`config.mk`:
```
export PLATFORM = sky130hd
export DESIGN_NAME = ysyx_22041461_lsu_flat
export DESIGN_NICKNAME = d
export VERILOG_FILES = /design/src/rtl/ysyx_22041461_lsu_pkg.sv /design/src/rtl/ysyx_22041461_lsu_if.sv /design/src/rtl/ysyx_22041461_lsu_align.sv /design/src/rtl/ysyx_22041461_lsu.sv /design/src/flat_wrapper.sv
export SDC_FILE = /design/constraint.sdc
export NUM_CORES = 1
export LEC_CHECK = 0
export ABC_CLOCK_PERIOD_IN_PS = 7440
export CORE_MARGIN = 2
export CORE_UTILIZATION = 48
export DETAILED_ROUTE_END_ITERATION = 8
export PLACE_DENSITY_LB_ADDON = 0.1
export SLEW_MARGIN = 0
export SYNTH_ARGS = -nofsm -noshare
export SYNTH_HDL_FRONTEND = slang
export SYNTH_HIERARCHICAL = 1
export SYNTH_SLANG_ARGS = --single-unit
```
`constraint.sdc`:
```
create_clock -name clk -period 7.44 [get_ports clk]
set_input_delay 1.116 -clock clk [delete_from_list [all_inputs] [get_ports clk]]
set_output_delay 1.116 -clock clk [all_outputs]
set_load 0.05 [all_outputs]
```
`src/rtl/ysyx_22041461_lsu_pkg.sv`:
```
// Shared definitions for the load/store unit.
// Holds the access-size encoding, response cause codes, FSM state encoding and
// the alignment predicate used at request acceptance.
package ysyx_22041461_lsu_pkg;

    // Access size (bytes = 2^size)
    localparam logic [1:0] SIZE_B = 2'b00;
    localparam logic [1:0] SIZE_H = 2'b01;
    localparam logic [1:0] SIZE_W = 2'b10;
    localparam logic [1:0] SIZE_D = 2'b11;

    // Response cause codes
    localparam logic [1:0] CAUSE_NONE     = 2'b00;
    localparam logic [1:0] CAUSE_MISALIGN = 2'b01;
    localparam logic [1:0] CAUSE_TIMEOUT  = 2'b10;
    localparam logic [1:0] CAUSE_BUS      = 2'b11;

    // FSM state encoding
    typedef logic [1:0] lsu_state_t;
    localparam lsu_state_t S_IDLE     = 2'd0;
    localparam lsu_state_t S_BUS_REQ  = 2'd1;
    localparam lsu_state_t S_BUS_WAIT = 2'd2;
    localparam lsu_state_t S_RESP     = 2'd3;

    // True when addr is not a multiple of the access size.
    function automatic logic is_misaligned(input logic [2:0] addr_lo, input logic [1:0] size);
        logic mis;
        unique case (size)
            SIZE_B:  mis = 1'b0;
            SIZE_H:  mis = addr_lo[0];
            SIZE_W:  mis = |addr_lo[1:0];
            default: mis = |addr_lo;
        endcase
        return mis;
    endfunction

endpackage

```
`src/rtl/ysyx_22041461_lsu_if.sv`:
```
// Bus bundle for the load/store unit: core request/response channel and the
// memory request/response channel.
//   slave  : the LSU view (accepts core requests, issues memory requests)
//   master : the environment view (core plus memory model)
interface ysyx_22041461_lsu_if #(
    parameter int unsigned ADDR_W = 64,
    parameter int unsigned DATA_W = 64
);
    // core request
    logic              req_valid;
    logic              req_ready;
    logic              req_we;
    logic [1:0]        req_size;
    logic              req_unsigned;
    logic [ADDR_W-1:0] req_addr;
    logic [DATA_W-1:0] req_wdata;
    // core response
    logic              resp_valid;
    logic              resp_ready;
    logic [DATA_W-1:0] resp_rdata;
    logic              resp_err;
    logic [1:0]        resp_cause;
    // memory request
    logic                mem_req_valid;
    logic                mem_req_ready;
    logic                mem_we;
    logic [ADDR_W-1:0]   mem_addr;
    logic [DATA_W-1:0]   mem_wdata;
    logic [DATA_W/8-1:0] mem_wmask;
    // memory response
    logic              mem_resp_valid;
    logic [DATA_W-1:0] mem_resp_rdata;
    logic              mem_resp_err;

    modport slave (
        input  req_valid, req_we, req_size, req_unsigned, req_addr, req_wdata,
        output req_ready,
        output resp_valid, resp_rdata, resp_err, resp_cause,
        input  resp_ready,
        output mem_req_valid, mem_we, mem_addr, mem_wdata, mem_wmask,
        input  mem_req_ready,
        input  mem_resp_valid, mem_resp_rdata, mem_resp_err
    );

    modport master (
        output req_valid, req_we, req_size, req_unsigned, req_addr, req_wdata,
        input  req_ready,
        input  resp_valid, resp_rdata, resp_err, resp_cause,
        output resp_ready,
        input  mem_req_valid, mem_we, mem_addr, mem_wdata, mem_wmask,
        output mem_req_ready,
        output mem_resp_valid, mem_resp_rdata, mem_resp_err
    );

endinterface

```
`src/rtl/ysyx_22041461_lsu_align.sv`:
```
// Byte-lane alignment for the LSU (purely combinational).
// Ports:
//   size      access size (2^size bytes)
//   zext      1 = zero-extend loads, 0 = sign-extend
//   off       byte offset of the access within the bus word
//   wdata     LSB-justified store data
//   rdata     raw bus read data
//   wdata_sh  store data moved onto its byte lanes
//   wmask     byte enables for the store
//   rdata_ext load data shifted down, truncated and extended
module ysyx_22041461_lsu_align
    import ysyx_22041461_lsu_pkg::*;
#(
    parameter int unsigned DATA_W = 64,
    localparam int unsigned STRB_W = DATA_W / 8,
    localparam int unsigned OFF_W  = $clog2(STRB_W)
) (
    input  logic [1:0]        size,
    input  logic              zext,
    input  logic [OFF_W-1:0]  off,
    input  logic [DATA_W-1:0] wdata,
    input  logic [DATA_W-1:0] rdata,
    output logic [DATA_W-1:0] wdata_sh,
    output logic [STRB_W-1:0] wmask,
    output logic [DATA_W-1:0] rdata_ext
);

    logic [OFF_W+2:0]  shamt;
    logic [DATA_W-1:0] rd_sh;
    logic [STRB_W-1:0] base_mask;

    assign shamt = {off, 3'b000};

    always_comb begin
        wdata_sh  = wdata << shamt;
        rd_sh     = rdata >> shamt;
        base_mask = '0;
        rdata_ext = '0;
        unique case (size)
            SIZE_B: begin
                base_mask = STRB_W'(1);
                rdata_ext = zext ? DATA_W'(rd_sh[7:0]) : DATA_W'($signed(rd_sh[7:0]));
            end
            SIZE_H: begin
                base_mask = STRB_W'(2'b11);
                rdata_ext = zext ? DATA_W'(rd_sh[15:0]) : DATA_W'($signed(rd_sh[15:0]));
            end
            SIZE_W: begin
                base_mask = STRB_W'(4'hf);
                rdata_ext = zext ? DATA_W'(rd_sh[31:0]) : DATA_W'($signed(rd_sh[31:0]));
            end
            default: begin
                // Full-width access: no extension, zext is irrelevant.
                base_mask = '1;
                rdata_ext = rd_sh;
            end
        endcase
        wmask = base_mask << off;
    end

endmodule

```
`src/rtl/ysyx_22041461_lsu.sv`:
```
// Load/store unit: takes one core request at a time, checks alignment, issues a
// single aligned memory transaction, and returns a (possibly error) response.
// Ports:
//   clk  clock, all state on rising edge
//   rst  asynchronous active-high reset
//   bus  core request/response + memory request/response channels (slave view)
// Parameters: ADDR_W address width, DATA_W bus width (32/64), TIMEOUT maximum
// cycles spent waiting for a memory response before aborting.
module ysyx_22041461_lsu
    import ysyx_22041461_lsu_pkg::*;
#(
    parameter int unsigned ADDR_W  = 64,
    parameter int unsigned DATA_W  = 64,
    parameter int unsigned TIMEOUT = 255
) (
    input logic                 clk,
    input logic                 rst,
    ysyx_22041461_lsu_if.slave  bus
);

    localparam int unsigned STRB_W = DATA_W / 8;
    localparam int unsigned OFF_W  = $clog2(STRB_W);
    localparam int unsigned CNT_W  = $clog2(TIMEOUT + 1);

    lsu_state_t        state_q, state_d;
    logic              armed_q;
    logic [CNT_W-1:0]  cnt_q, cnt_d;

    // Latched request
    logic              we_q;
    logic [1:0]        size_q;
    logic              zext_q;
    logic [ADDR_W-1:0] addr_q;
    logic [DATA_W-1:0] wdata_q;

    // Registered response
    logic [DATA_W-1:0] rdata_q, rdata_d;
    logic              err_q, err_d;
    logic [1:0]        cause_q, cause_d;

    logic              accept;
    logic              illegal;
    logic              misaligned;
    logic [OFF_W-1:0]  off;
    logic [DATA_W-1:0] store_data;
    logic [STRB_W-1:0] store_mask;
    logic [DATA_W-1:0] load_data;

    // armed_q holds req_ready low until the first edge after reset release.
    assign bus.req_ready = (state_q == S_IDLE) && armed_q;
    assign accept        = bus.req_valid && bus.req_ready;
    assign illegal       = (bus.req_size == SIZE_D) && (DATA_W == 32);
    assign misaligned    = is_misaligned(bus.req_addr[2:0], bus.req_size);
    assign off           = addr_q[OFF_W-1:0];

    ysyx_22041461_lsu_align #(
        .DATA_W (DATA_W)
    ) u_align (
        .size      (size_q),
        .zext      (zext_q),
        .off       (off),
        .wdata     (wdata_q),
        .rdata     (bus.mem_resp_rdata),
        .wdata_sh  (store_data),
        .wmask     (store_mask),
        .rdata_ext (load_data)
    );

    assign bus.mem_req_valid = (state_q == S_BUS_REQ);
    assign bus.mem_we        = we_q;
    assign bus.mem_addr      = {addr_q[ADDR_W-1:OFF_W], OFF_W'(0)};
    assign bus.mem_wdata     = store_data;
    assign bus.mem_wmask     = we_q ? store_mask : '0;

    assign bus.resp_valid = (state_q == S_RESP);
    assign bus.resp_rdata = rdata_q;
    assign bus.resp_err   = err_q;
    assign bus.resp_cause = cause_q;

    always_comb begin
        state_d = state_q;
        cnt_d   = cnt_q;
        rdata_d = rdata_q;
        err_d   = err_q;
        cause_d = cause_q;
        unique case (state_q)
            S_IDLE: begin
                cnt_d = '0;
                if (accept) begin
                    if (illegal || misaligned) begin
                        // Rejected requests skip the bus entirely.
                        state_d = S_RESP;
                        rdata_d = '0;
                        err_d   = 1'b1;
                        cause_d = illegal ? CAUSE_BUS : CAUSE_MISALIGN;
                    end else begin
                        state_d = S_BUS_REQ;
                    end
                end
            end
            S_BUS_REQ: begin
                if (bus.mem_req_ready) begin
                    state_d = S_BUS_WAIT;
                    cnt_d   = '0;
                end
            end
            S_BUS_WAIT: begin
                if (bus.mem_resp_valid) begin
                    state_d = S_RESP;
                    if (bus.mem_resp_err) begin
                        rdata_d = '0;
                        err_d   = 1'b1;
                        cause_d = CAUSE_BUS;
                    end else begin
                        rdata_d = we_q ? '0 : load_data;
                        err_d   = 1'b0;
                        cause_d = CAUSE_NONE;
                    end
                end else if (cnt_q == CNT_W'(TIMEOUT - 1)) begin
                    // This is the TIMEOUT-th wait cycle with no response.
                    state_d = S_RESP;
                    rdata_d = '0;
                    err_d   = 1'b1;
                    cause_d = CAUSE_TIMEOUT;
                end else begin
                    cnt_d = cnt_q + CNT_W'(1);
                end
            end
            default: begin
                if (bus.resp_ready) begin
                    state_d = S_IDLE;
                end
            end
        endcase
    end

    always_ff @(posedge clk or posedge rst) begin
        if (rst) begin
            state_q <= S_IDLE;
            armed_q <= 1'b0;
            cnt_q   <= '0;
            rdata_q <= '0;
            err_q   <= 1'b0;
            cause_q <= CAUSE_NONE;
        end else begin
            state_q <= state_d;
            armed_q <= 1'b1;
            cnt_q   <= cnt_d;
            rdata_q <= rdata_d;
            err_q   <= err_d;
            cause_q <= cause_d;
        end
    end

    always_ff @(posedge clk or posedge rst) begin
        if (rst) begin
            we_q    <= 1'b0;
            size_q  <= SIZE_B;
            zext_q  <= 1'b0;
            addr_q  <= '0;
            wdata_q <= '0;
        end else if (accept) begin
            we_q    <= bus.req_we;
            size_q  <= bus.req_size;
            zext_q  <= bus.req_unsigned;
            addr_q  <= bus.req_addr;
            wdata_q <= bus.req_wdata;
        end
    end

endmodule

```
`src/flat_wrapper.sv`:
```
// flat-port wrapper written by rule: the top's interface ports become plain ports
module ysyx_22041461_lsu_flat import ysyx_22041461_lsu_pkg::*;
#(
    parameter int unsigned ADDR_W  = 64,
    parameter int unsigned DATA_W  = 64,
    parameter int unsigned TIMEOUT = 255
)
  (clk, rst, bus_req_valid, bus_req_we, bus_req_size, bus_req_unsigned, bus_req_addr, bus_req_wdata, bus_req_ready, bus_resp_valid, bus_resp_rdata, bus_resp_err, bus_resp_cause, bus_resp_ready, bus_mem_req_valid, bus_mem_we, bus_mem_addr, bus_mem_wdata, bus_mem_wmask, bus_mem_req_ready, bus_mem_resp_valid, bus_mem_resp_rdata, bus_mem_resp_err);
  ysyx_22041461_lsu_if #(.ADDR_W(ADDR_W), .DATA_W(DATA_W)) bus_i ();
  input logic clk;
  input logic rst;
  input wire logic [$bits(bus_i.req_valid)-1:0] bus_req_valid;
  input wire logic [$bits(bus_i.req_we)-1:0] bus_req_we;
  input wire logic [$bits(bus_i.req_size)-1:0] bus_req_size;
  input wire logic [$bits(bus_i.req_unsigned)-1:0] bus_req_unsigned;
  input wire logic [$bits(bus_i.req_addr)-1:0] bus_req_addr;
  input wire logic [$bits(bus_i.req_wdata)-1:0] bus_req_wdata;
  output wire logic [$bits(bus_i.req_ready)-1:0] bus_req_ready;
  output wire logic [$bits(bus_i.resp_valid)-1:0] bus_resp_valid;
  output wire logic [$bits(bus_i.resp_rdata)-1:0] bus_resp_rdata;
  output wire logic [$bits(bus_i.resp_err)-1:0] bus_resp_err;
  output wire logic [$bits(bus_i.resp_cause)-1:0] bus_resp_cause;
  input wire logic [$bits(bus_i.resp_ready)-1:0] bus_resp_ready;
  output wire logic [$bits(bus_i.mem_req_valid)-1:0] bus_mem_req_valid;
  output wire logic [$bits(bus_i.mem_we)-1:0] bus_mem_we;
  output wire logic [$bits(bus_i.mem_addr)-1:0] bus_mem_addr;
  output wire logic [$bits(bus_i.mem_wdata)-1:0] bus_mem_wdata;
  output wire logic [$bits(bus_i.mem_wmask)-1:0] bus_mem_wmask;
  input wire logic [$bits(bus_i.mem_req_ready)-1:0] bus_mem_req_ready;
  input wire logic [$bits(bus_i.mem_resp_valid)-1:0] bus_mem_resp_valid;
  input wire logic [$bits(bus_i.mem_resp_rdata)-1:0] bus_mem_resp_rdata;
  input wire logic [$bits(bus_i.mem_resp_err)-1:0] bus_mem_resp_err;
  assign bus_i.req_valid = bus_req_valid;
  assign bus_i.req_we = bus_req_we;
  assign bus_i.req_size = bus_req_size;
  assign bus_i.req_unsigned = bus_req_unsigned;
  assign bus_i.req_addr = bus_req_addr;
  assign bus_i.req_wdata = bus_req_wdata;
  assign bus_req_ready = bus_i.req_ready;
  assign bus_resp_valid = bus_i.resp_valid;
  assign bus_resp_rdata = bus_i.resp_rdata;
  assign bus_resp_err = bus_i.resp_err;
  assign bus_resp_cause = bus_i.resp_cause;
  assign bus_i.resp_ready = bus_resp_ready;
  assign bus_mem_req_valid = bus_i.mem_req_valid;
  assign bus_mem_we = bus_i.mem_we;
  assign bus_mem_addr = bus_i.mem_addr;
  assign bus_mem_wdata = bus_i.mem_wdata;
  assign bus_mem_wmask = bus_i.mem_wmask;
  assign bus_i.mem_req_ready = bus_mem_req_ready;
  assign bus_i.mem_resp_valid = bus_mem_resp_valid;
  assign bus_i.mem_resp_rdata = bus_mem_resp_rdata;
  assign bus_i.mem_resp_err = bus_mem_resp_err;
  ysyx_22041461_lsu #(.ADDR_W(ADDR_W), .DATA_W(DATA_W), .TIMEOUT(TIMEOUT)) u_core (.clk(clk), .rst(rst), .bus(bus_i));
endmodule
```
==> Word-level counts from Yosys, hierarchy flattened <==
Index checks and enable logic that the tools add are counted.
Widths: inputs -> output; s select.
{ "word_totals": {"register_bits": 210, "word_cells": 79, "output_inout_bits": 207} }
{ "classes": {"n_eq_ne": 14, "muxes": 37, "reduce_logical": 13, "shifts": 3, "addsub": 1} }
{ "ops": {"columns": ["op", "count"], "rows": [
  ["$mux 64", 9],
  ["$pmux 64 s3", 1],
  ["$pmux 64 s2", 1],
  ["$shl 64x6->64", 1],
  ["$shr 64x6->64", 1],
  ["$pmux 8 s3", 2],
  ["$mux 8", 4],
  ["$mux 2", 11],
  ["$reduce_and 4->1", 3],
  ["$add 8x1->8 const B", 1],
  ["$eq 2x2->1 const B", 4],
  ["$eq 8x8->1 const B", 1],
  ["$shl 8x3->8", 1],
  ["$eq 2x1->1 const B", 3],
  ["$logic_not 2->1", 3],
  ["$ne 2x1->1 const B", 3],
  ["$pmux 2 s3", 1],
  ["$mux 1", 5],
  ["$ne 2x2->1 const B", 2],
  ["$pmux 2 s2", 1],
  ["$reduce_bool 4->1", 1],
  ["$ne 3x2->1 const B", 1],
  ["$pmux 1 s3", 1],
  ["$reduce_bool 3->1", 1],
  ["5 further kinds", 6]
]} }

==> Longest topological paths before layout <==
Gate-level depths: netlist of the first run.
{ "logic_depth": {"word_depth": 7, "ltp_mapped": 9} }

==> Hierarchy <==
Netlist of the first run, hierarchy kept.
{ "by_module_without_submodules": {"columns": ["mod", "seq_area_each_um2", "area_per_inst_um2", "cells_per_inst", "n_inst"], "rows": [
  ["ysyx_22041461_lsu", 5255.0, 8585.7, 594, 1],
  ["ysyx_22041461_lsu_align", 0.0, 4540.6, 583, 1]
]} }

==> Worst setup path after synthesis of the first run <==
No wires, ideal clock.
{ "synth_timing": {"kind": "reg2out", "startpoint": "reg u_core.addr_q[2]", "endpoint": "out bus_mem_wdata[53]", "setup_slack_ps": 4066, "path_stages_with_launch": 7, "t_required_ps": 6324, "path_buffers": 5, "arrival_time_ps": 2258, "cell_sequence": "dfrtp_1 buf_6 buf_8 buf_4 buf_2 buf_2 o21ai_0"} }
{ "synth_via": {"elab_chain_len": 1} }
{ "synth_rtl": {"columns": ["item", "line_no", "source"], "rows": [
  ["from (decl)", "ysyx_22041461_lsu.sv:33", "logic [ADDR_W-1:0] addr_q;"],
  ["from (signal assigned)", "ysyx_22041461_lsu.sv:166", "addr_q <= bus.req_addr;"],
  ["$shl 64x6->64", "ysyx_22041461_lsu_align.sv:35", "wdata_sh = wdata << shamt;"],
  ["to (decl)", "flat_wrapper.sv:27", "output wire logic [$bits(bus_i.mem_wdata)-1:0] bus_mem_wdata;"]
]} }
No other way between the ends.

==> Final worst setup path of the first run <==
{ "layout_timing": {"startpoint": "reg u_core.addr_q[0]", "endpoint": "out bus_mem_wdata[31]"} }
Same word-level chain as after synthesis.

==> qor.csv, run 1 <==
metric,value,unit
antenna_found_initial,6,
cts_tree,yes,
grt_max_degree,141,
synth.most_common_cell,dfrtp_1,
slew_viol_final,0,
overflow,0,
p_per_area,547,nW/µm²
place_area,16500,µm²
drive_above_1_share,0.169,
slowest_delay,860,ps
clk_latency,520,ps
cts_buffers,25,
ys_seq_area_frac,0.400,
min_path_type,register to register,
tightest_slew,1270,ps
io_pins,410,
ctsHoldBuffers,0,
root_buffer,clkbuf_16,
core_area,26900,µm²
synth_top_area_cell,dfrtp_1,
min_period,5410,ps
skew,11.8,ps
synth_edf_count,0,
clkSinkCount,210,
ctsResizeCount,0,
portBuffers,406,
die_h,169,µm
die_w,169,µm
status,completed,
place_congestion,0.958,
synth_compound_area_frac,0.126,
synthSimpleGateAreaFrac,0.0923,
cpMostUsedCell,buf_4,
syn_to_final_growth,32.2,%
drtIter0Drc,951,
rsz0062_at_grt,false,
synth.area.top_cells,"dfrtp_1, mux2_2, mux2i_1",
fin_crit_sh,0.727,
grt_pass1_wl,62200,µm
critical_path_buf_inv_count,3,
yosys_warnings,6,
track_usage,0.278,
worstSetupStartpointType,register,
maxCapViolCount,0,
setup_slack,2030,ps
worst_ir_drop_vdd,0.000784,V
arrival,4300,ps
crit_slowest_cell,buf_4,
post-place-ws,2600,ps
synth_adder_area_share,0.00572,
dp_cells,1773,
synth-seq-cells,210,
synth_xor_area_frac,0.000667,
async_reset_ff_frac,1.00,
holdWs,501,ps
leakage,7.38,nW
cp_top_family,buffers and inverters,
synth_cells,1177,
cts.path.max_buffers,3,
wl,40900,µm
hpwl,29200,µm
ys.flop_type,dfrtp_1,
path_class,register to output port,
crit_required,6320,ps
synth_top_area_frac,0.400,
synth_cell_types,64,
total_power,9.48,mW
crit_fanout,97,
synth.area.mux_share,0.278,
slew_headroom,0.149,
stdcell_area,17300,µm²
setup_viol_count_final,0,
drtPass1Iterations,6,
final_cells,1819,
vias_per_cell,5.88,
syn_avg_cell_area,11.2,µm²
htreeDepth,1,
drc_errors,0,
syn_area,13100,µm²
post_drt_wl_per_cell,22.5,µm
cp-end-kind,output port,
path_clk_slew,50,ps
path_cells,"buf_4, buf_4, o21ai_0, nor2_1, clkdlybuf4s50_1",
cts_setup_buffers,0,
vias,10700,
fillerInstances,2150,
grt_pass1_vias,10800,
fin_tns_setup,0,ps
synth_top_family_by_area,multiplexers,
final_util,0.645,
ant_nets,0,
hold_viol_final,0,
row_count,60,
die_area,28700,µm²
start_util,0.488,
final_nets,1668,
ys_top_cells_by_count,"dfrtp_1, mux2_2, mux2i_1",
fmax,185,MHz
## where the power goes
part | leakage (nW) | total (mW) | internal, mW | switching (mW)
Combinational | 4.35 | 6.14 | 2.32 | 3.81
Sequential | 2.63 | 2.13 | 1.59 | 0.540
Clock | 0.392 | 1.22 | 0.739 | 0.480
Total | 7.38 | 9.48 | 4.65 | 4.83
## state kept, by name, summed over array words and instances (netlist names), 2 cells and up
register / cells
u_core/state_q: 2
u_core/size_q: 2
u_core/cnt_q: 8
u_core/wdata_q: 64
u_core/addr_q: 64
u_core/bus.resp_rdata: 64
u_core/bus.resp_cause: 2
## kinds of logic after synthesis
kind of cell    after synthesis
mux                         314
xor+xnor                      1
fa+ha+maj                     6
other cells                   2
buf+inv                     177
compound gates              231
simple gates                236
flops                       210
## area by class of cell
class / instances / area [µm²] / area share
Inverter: 11 / 48.8 / 0.00281
Sequential cell: 210 / 5270 / 0.304
Clock buffer: 33 / 676 / 0.0389
Tap cell: 341 / 427 / 0.0246
Multi-Input combinational cell: 792 / 6630 / 0.382
Timing Repair Buffer: 419 / 4160 / 0.240
Clock inverter: 10 / 134 / 0.00772
Antenna cell: 3 / 7.51 / 0.000433
## per-layer routing
metal	wire length [µm]	up-vias	global-route usage
li1	-	4834	-
met1	15700	5272	0.336
met2	20000	497	0.470
met3	3430	92	0.0735
met4	1780	6	0.116
met5	39	-	0
## path summary, 6_finish.rpt
check                                                    from                                    end  slack [ps]  cells after the start
worst max-delay path             u_core/addr_q[0]$_DFFE_PP0P_                      bus_mem_wdata[31]        2030                      5
worst min-delay path            u_core/addr_q[10]$_DFFE_PP0P_          u_core/addr_q[10]$_DFFE_PP0P_         500                      1
worst max register to register   u_core/addr_q[0]$_DFFE_PP0P_  u_core/bus.resp_rdata[59]$_DFFE_PP0P_        4060                      6
worst min register to register  u_core/addr_q[10]$_DFFE_PP0P_          u_core/addr_q[10]$_DFFE_PP0P_         500                      1
max in group asynchronous                                 rst         u_core/wdata_q[14]$_DFFE_PP0P_        4730                      3
min in group asynchronous                                 rst  u_core/bus.resp_rdata[62]$_DFFE_PP0P_        1210                      2
## cell usage in the layout, fill, tap and decap left out, drive strengths merged, types with 5 or more instances in the layout
master,netlist,final
and2,17,17
o22a,7,7
mux2i,128,128
o22ai,18,18
dfrtp,210,210
mux2,164,164
clkinv,1,5
buf,159,13
ha,6,6
a22o,64,64
nand4,27,27
o21ai,48,48
nor2,68,68
nand2b,8,8
mux4,22,22
nand2,59,59
clkbuf,7,33
nor3,5,5
o211ai,10,10
a21oi,36,36
clkdlybuf4s50,0,406
inv,10,11
o2111ai,8,8
o2bb2ai,10,10
nand3,19,19
nor2b,16,16
a2bb2oi,7,7
(Power assumes the default switching activity.)
==> run 2, diff against run 1 <==
--- a/config.mk
+++ b/config.mk
@@ -5,9 +5,9 @@
 export SDC_FILE = /design/constraint.sdc
 export NUM_CORES = 1
 export LEC_CHECK = 0
-export ABC_CLOCK_PERIOD_IN_PS = 7440
+export ABC_CLOCK_PERIOD_IN_PS = 4400
 export CORE_MARGIN = 2
-export CORE_UTILIZATION = 48
+export CORE_UTILIZATION = 43
 export DETAILED_ROUTE_END_ITERATION = 8
 export PLACE_DENSITY_LB_ADDON = 0.1
 export SLEW_MARGIN = 0
==> constraint.sdc (replaced) <==
create_clock -name clk -period 4.4 [get_ports clk]
set_input_delay 0.66 -clock clk [delete_from_list [all_inputs] [get_ports clk]]
set_output_delay 0.66 -clock clk [all_outputs]
set_load 0.05 [all_outputs]
==> run 2 against run 1 <==
Against the previous run: routed wire length down 0.38%; highest routed layer unchanged; sequential cell count unchanged; sequential share of layout area down 0.42 points; clock power up 74%; power up 70%; die area up 11%; largest cell class unchanged; via count down 1.4%; critical path depth unchanged; cell count up 3.6%; worst hold slack worse by 0.76 ps; clock skew up 6.5 ps; critical path type unchanged.
==> qor.csv, run 2 (synthesis results as in run 1) <==
metric,value,unit,change
crit_slowest_cell,clkdlybuf4s50_1,,
worst_ir_drop_vdd,0.000927,V,+18%
hp-start,u_core/addr_q[48]$_DFFE_PP0P_,,
clkPwrFrac,0.132,,+0.003
reg2reg_from,u_core/addr_q[0]$_DFFE_PP0P_,,
core_area,29900,µm²,+11%
holdWs,500,ps,-0.758 ps
cts_tree,yes,,
p_sw,8.20,mW,+70%
final_cells,1885,,+3.6%
slowest_delay,770,ps,-90 ps
grt_pass1_vias,10700,,-0.76%
drtIter0Drc,599,,-37%
r2r_slack,1110,ps,-2950 ps
track_usage,0.249,,-0.0292
die_w,179,µm,+5.5%
rsz0062_at_grt,false,,
path_cells,"buf_12, mux2_2, o21ai_0, mux2i_1, clkdlybuf4s50_1",,
grt_pass1_wl,61200,µm,-1.5%
leakage,7.46,nW,+1.1%
ctsResizeCount,0,,unchanged
crit_required,3740,ps,-2580 ps
use_met1,0.284,,-0.0520
skew,18.4,ps,+6.55 ps
stdcell_area,17600,µm²,+1.4%
combPwrFrac,0.655,,+0.008
slew_headroom,0.219,,+0.0699
fin_tns_setup,0,ps,unchanged
antenna_found_initial,7,,+1
cp_top_family,buffers and inverters,,
vias,10600,,-1.4%
post-place-ws,1030,ps,-1580 ps
die_h,179,µm,+5.5%
cts_buffers,26,,+4.0%
post_drt_wl_per_cell,21.6,µm,-3.9%
vias_per_cell,5.60,,-4.8%
final_nets,1678,,+0.60%
p_int,7.92,mW,+70%
syn_to_final_growth,34.0,%,
row_count,63,,+5.0%
drtPass1Iterations,5,,-1
hpwl,29400,µm,+0.63%
min_to,u_core/addr_q[48]$_DFFE_PP0P_,,
path_class,register to output port,,
worstSetupStartpointType,register,,
grtUsageMet2,0.431,,-0.0390
place_area,16700,µm²,+1.2%
grt_max_degree,147,,+4.3%
min_period,3930,ps,
p_sw_frac,0.509,,-0.00119
fin_crit_sh,0.893,,
crit_cells,5,,unchanged
min_path_type,register to register,,
hold_viol_final,0,,unchanged
portBuffers,406,,unchanged
tightest_slew,1170,ps,-99.2 ps
crit_fanout,125,,+29%
maxCapViolCount,0,,unchanged
overflow,0,,unchanged
fmax,255,MHz,
p_per_area,917,nW/µm²,+68%
cts.path.max_buffers,3,,unchanged
layout_common_cells,"clkdlybuf4s50_1, dfrtp_1, mux2_2",,
clkSinkCount,210,,unchanged
htreeDepth,1,,unchanged
grt-busiest-layer,met2,,
seqPwrFrac,0.213,,-0.011
reg2reg_to,u_core/bus.resp_rdata[8]$_DFFE_PP0P_,,
drive_above_1_share,0.178,,+0.00916
clk_latency,550,ps,+30 ps
ctsHoldBuffers,0,,unchanged
path_clk_slew,60,ps,about the same
io_pins,410,,unchanged
place_congestion,0.941,,-1.8%
status,completed,,
hold_depth,1,,unchanged
wl,40700,µm,-0.38%
start_util,0.439,,-0.0490
cp-end-kind,output port,,
critical_path_buf_inv_count,2,,-1
die_area,31900,µm²,+11%
drc_errors,0,,unchanged
setup_viol_count_final,0,,unchanged
layout_commonest_cell,clkdlybuf4s50_1,,
worstRegToRegCells,8,,+2
cts_setup_buffers,0,,unchanged
root_buffer,clkbuf_16,,
use_met3,0.0789,,+0.00542
dp_cells,1831,,+3.3%
slew_viol_final,0,,unchanged
ant_nets,0,,unchanged
setup_slack,472,ps,-1560 ps
arrival,3270,ps,-1030 ps
-- run 2: cell count changes in the layout (fill, tap and decap cells not counted), sizes merged --
cell and change:
inv -2, diode +3, clkinvlp +3, clkbuf +4, clkinv +2, buf +9
bufinv -2
-- run 2: cell type report --
class	instances	area (µm²)
flip-flops and latches	210	5270
multi-input cells	792	6630
repair buffers	428	4290
clock buffers	37	752
fillers	2608	12300
well taps	390	488
clock inverters	11	101
diodes	6	15.0
inverters	11	45.0
-- run 2: through the flow --
stage,total power [mW],utilization
finish,16.1,0.589
floorplan,11.4,-
CTS,16.2,0.588
global route,17.0,0.588
detailed placement,14.0,0.560
global placement,14.0,0.560
-- run 2: metal layers --
layer	up-vias	wire length [µm]
li1	4874	-
met1	5167	15100
met2	421	20300
met3	88	3730
met4	4	1580
met5	-	24
-- run 2: worst reg2reg max path: stages (launching register included) --
cell and delay (ps):
dfrtp_4 420, buf_12 530, nor2b_2 550, buf_4 290, a22oi_2 120, nand4_2 470
buf_4 370, o21ai_0 170, a22o_1 240
-- run 2: worst max path at each step --
| stage | from | end | slack (ps) |
|---|---|---|---|
| floorplan | rst | u_core/addr_q[0]$_DFFE_PP0P_ | 1010 |
| global placement | u_core/addr_q[1]$_DFFE_PP0P_ | bus_mem_wdata[57] | 990 |
| detailed placement | u_core/addr_q[1]$_DFFE_PP0P_ | bus_mem_wdata[57] | 1030 |
| CTS | u_core/addr_q[1]$_DFFE_PP0P_ | bus_mem_wdata[57] | 430 |
| global route | u_core/addr_q[0]$_DFFE_PP0P_ | bus_mem_wdata[38] | 310 |
| finish | u_core/addr_q[1]$_DFFE_PP0P_ | bus_mem_wdata[57] | 470 |
-- run 2: power by group through the flow --
stage	registers [mW]	logic, mW	clock network [mW]
3_5_place_dp	3.48	10.6	0
4_1_cts	3.45	10.6	2.17
5_1_grt	3.55	11.2	2.25
3_3_place_gp	3.45	10.5	0
6_report	3.44	10.6	2.12
2_1_floorplan	3.49	7.87	0
==> run 3, diff against run 2 <==
--- a/config.mk
+++ b/config.mk
@@ -6,6 +6,7 @@
 export NUM_CORES = 1
 export LEC_CHECK = 0
 export ABC_CLOCK_PERIOD_IN_PS = 4400
+export CORE_ASPECT_RATIO = 1.75
 export CORE_MARGIN = 2
 export CORE_UTILIZATION = 43
 export DETAILED_ROUTE_END_ITERATION = 8
==> run 3 against run 2 <==
Against the previous run: sequential share of layout area is 0.20 points higher; non-clock buffer count increased by 4; die area up 0.18%; largest cell class unchanged.
==> qor.csv, run 3 (synthesis results as in run 1) <==
metric,value,unit,change
fmax,248,MHz,-2.4%
fin_crit_sh,0.915,,+0.0222
cpMostUsedCell,nor2_1,,
drtPass1Iterations,5,,unchanged
dp_cells,1832,,+0.055%
slowest_delay,880,ps,+110 ps
worstRegToRegCells,7,,-1
skew,9.53,ps,-8.87 ps
vias,10600,,+0.32%
slew_viol_final,0,,unchanged
io_pins,410,,unchanged
fillerInstances,2692,,+3.2%
worstSetupStartpointType,register,,
place_congestion,0.931,,-1.0%
hp-start,u_core/bus.resp_rdata[37]$_DFFE_PP0P_,,
drt-met1-wl,14600,µm,-2.9%
route.top_layer_used,met5,,
die_h,235,µm,+32%
syn_to_final_growth,33.1,%,
post_drt_wl_per_cell,23.5,µm,+8.9%
layout_common_cells,"clkdlybuf4s50_1, dfrtp_1, mux2_2",,
root_buffer,clkbuf_16,,
htreeDepth,1,,unchanged
p_per_area,926,nW/µm²,+1.1%
die_area,32000,µm²,+0.18%
ctsResizeCount,0,,unchanged
hold_depth,1,,unchanged
drive_above_1_share,0.187,,+0.00898
cp-end-kind,output port,,
grt_max_degree,164,,+12%
hpwl,32300,µm,+9.9%
reg2reg_from,u_core/addr_q[1]$_DFFE_PP0P_,,
grt_pass1_vias,11100,,+3.9%
wl_met3,3260,µm,-13%
cts.path.max_buffers,3,,unchanged
path_class,register to output port,,
maxCapViolCount,0,,unchanged
startpoint,u_core/addr_q[1]$_DFFE_PP0P_,,
fin_tns_setup,0,ps,unchanged
track_usage,0.270,,+0.0216
core_area,30100,µm²,+0.62%
overflow,0,,unchanged
status,completed,,
path_clk_slew,60,ps,about the same
cts_tree,yes,,
leakage,7.46,nW,about the same
place_area,16700,µm²,-0.28%
ctsHoldBuffers,0,,unchanged
final_nets,1679,,+0.060%
antenna_found_initial,1,,-6
die_w,136,µm,-24%
portBuffers,406,,unchanged
wl_met2,23900,µm,+18%
wl,44100,µm,+8.3%
arrival,3370,ps,+100 ps
setup_viol_count_final,0,,unchanged
crit_slowest_cell,dfrtp_4,,
multi_input_area,6630,µm²,unchanged
cp_top_family,buffers and inverters,,
stdcell_area,17500,µm²,-0.68%
cts_setup_buffers,0,,unchanged
worst_ir_drop_vdd,0.000680,V,-27%
slew_headroom,0.343,,+0.124
final_cells,1875,,-0.53%
min_path_type,register to register,,
layout_commonest_cell,clkdlybuf4s50_1,,
grt_pass1_wl,65800,µm,+7.6%
critical_path_buf_inv_count,2,,unchanged
crit_required,3740,ps,about the same
crit_cells,7,,+2
clkSinkCount,210,,unchanged
register_area,5270,µm²,unchanged
tightest_slew,985,ps,-186 ps
clk_latency,540,ps,about the same
ant_nets,0,,unchanged
hold_viol_final,0,,unchanged
drc_errors,0,,unchanged
start_util,0.437,,-0.00269
min_period,4030,ps,+97.7 ps
row_count,84,,+33%
cts_buffers,23,,-12%
rsz0062_at_grt,false,,
vias_per_cell,5.65,,+0.86%
path_cells,"buf_4, nor2_1, nor2_1, nor2_1, a211oi_1, and2_1, clkdlybuf4s50_1",,
drtIter0Drc,581,,-3.0%
crit_fanout,49,,-61%
-- run 3: changes by cell type in the layout (fill, tap and decap cells not counted), sizes merged --
| cell | change |
|---|---|
| buf | +18 |
| clkdlybuf4s50 | -14 |
| diode | -5 |
| clkbuf | -4 |
| clkinvlp | -3 |
| bufinv | +1 |
| clkinv | -1 |
| inv | +1 |
-- run 3: final timing paths --
kind                                                          to  slack [ps]
setup / recovery                                bus_mem_wmask[5]         370
hold / removal             u_core/bus.resp_rdata[37]$_DFFE_PP0P_         500
min in group asynchronous  u_core/bus.resp_rdata[53]$_DFFE_PP0P_         690
hold reg to reg            u_core/bus.resp_rdata[37]$_DFFE_PP0P_         500
max in group asynchronous           u_core/addr_q[2]$_DFFE_PP0P_        2920
setup reg to reg           u_core/bus.resp_rdata[14]$_DFFE_PP0P_        1100
-- run 3: cell type report --
cell class,instances,area share
antenna,1,0.000143
clock buffer,33,0.0385
clock inverter,9,0.00688
inverter,11,0.00258
multi-input combinational,792,0.379
sequential,210,0.301
tap,387,0.0277
timing repair buffer,432,0.243
-- run 3: where the power goes --
group | switching (mW) | internal [mW]
logic | 6.61 | 3.93
clock network | 0.853 | 1.19
registers | 0.918 | 2.68
total | 8.38 | 7.80
-- run 3: metal layers --
layer / track usage / vias up
met5: 0 / -
met4: 0.129 / 2
met3: 0.0642 / 82
met2: 0.504 / 450
met1: 0.276 / 5203
li1: - / 4851
-- run 3: stage by stage --
step	hold slack, ps	utilization	total power, mW	setup slack (ps)
5_1_grt	514	0.581	17.0	216
4_1_cts	504	0.581	16.3	358
6_report	499	0.581	16.2	374
3_3_place_gp	485	0.555	14.1	940
3_5_place_dp	490	0.555	14.1	967
2_1_floorplan	445	-	11.4	1010
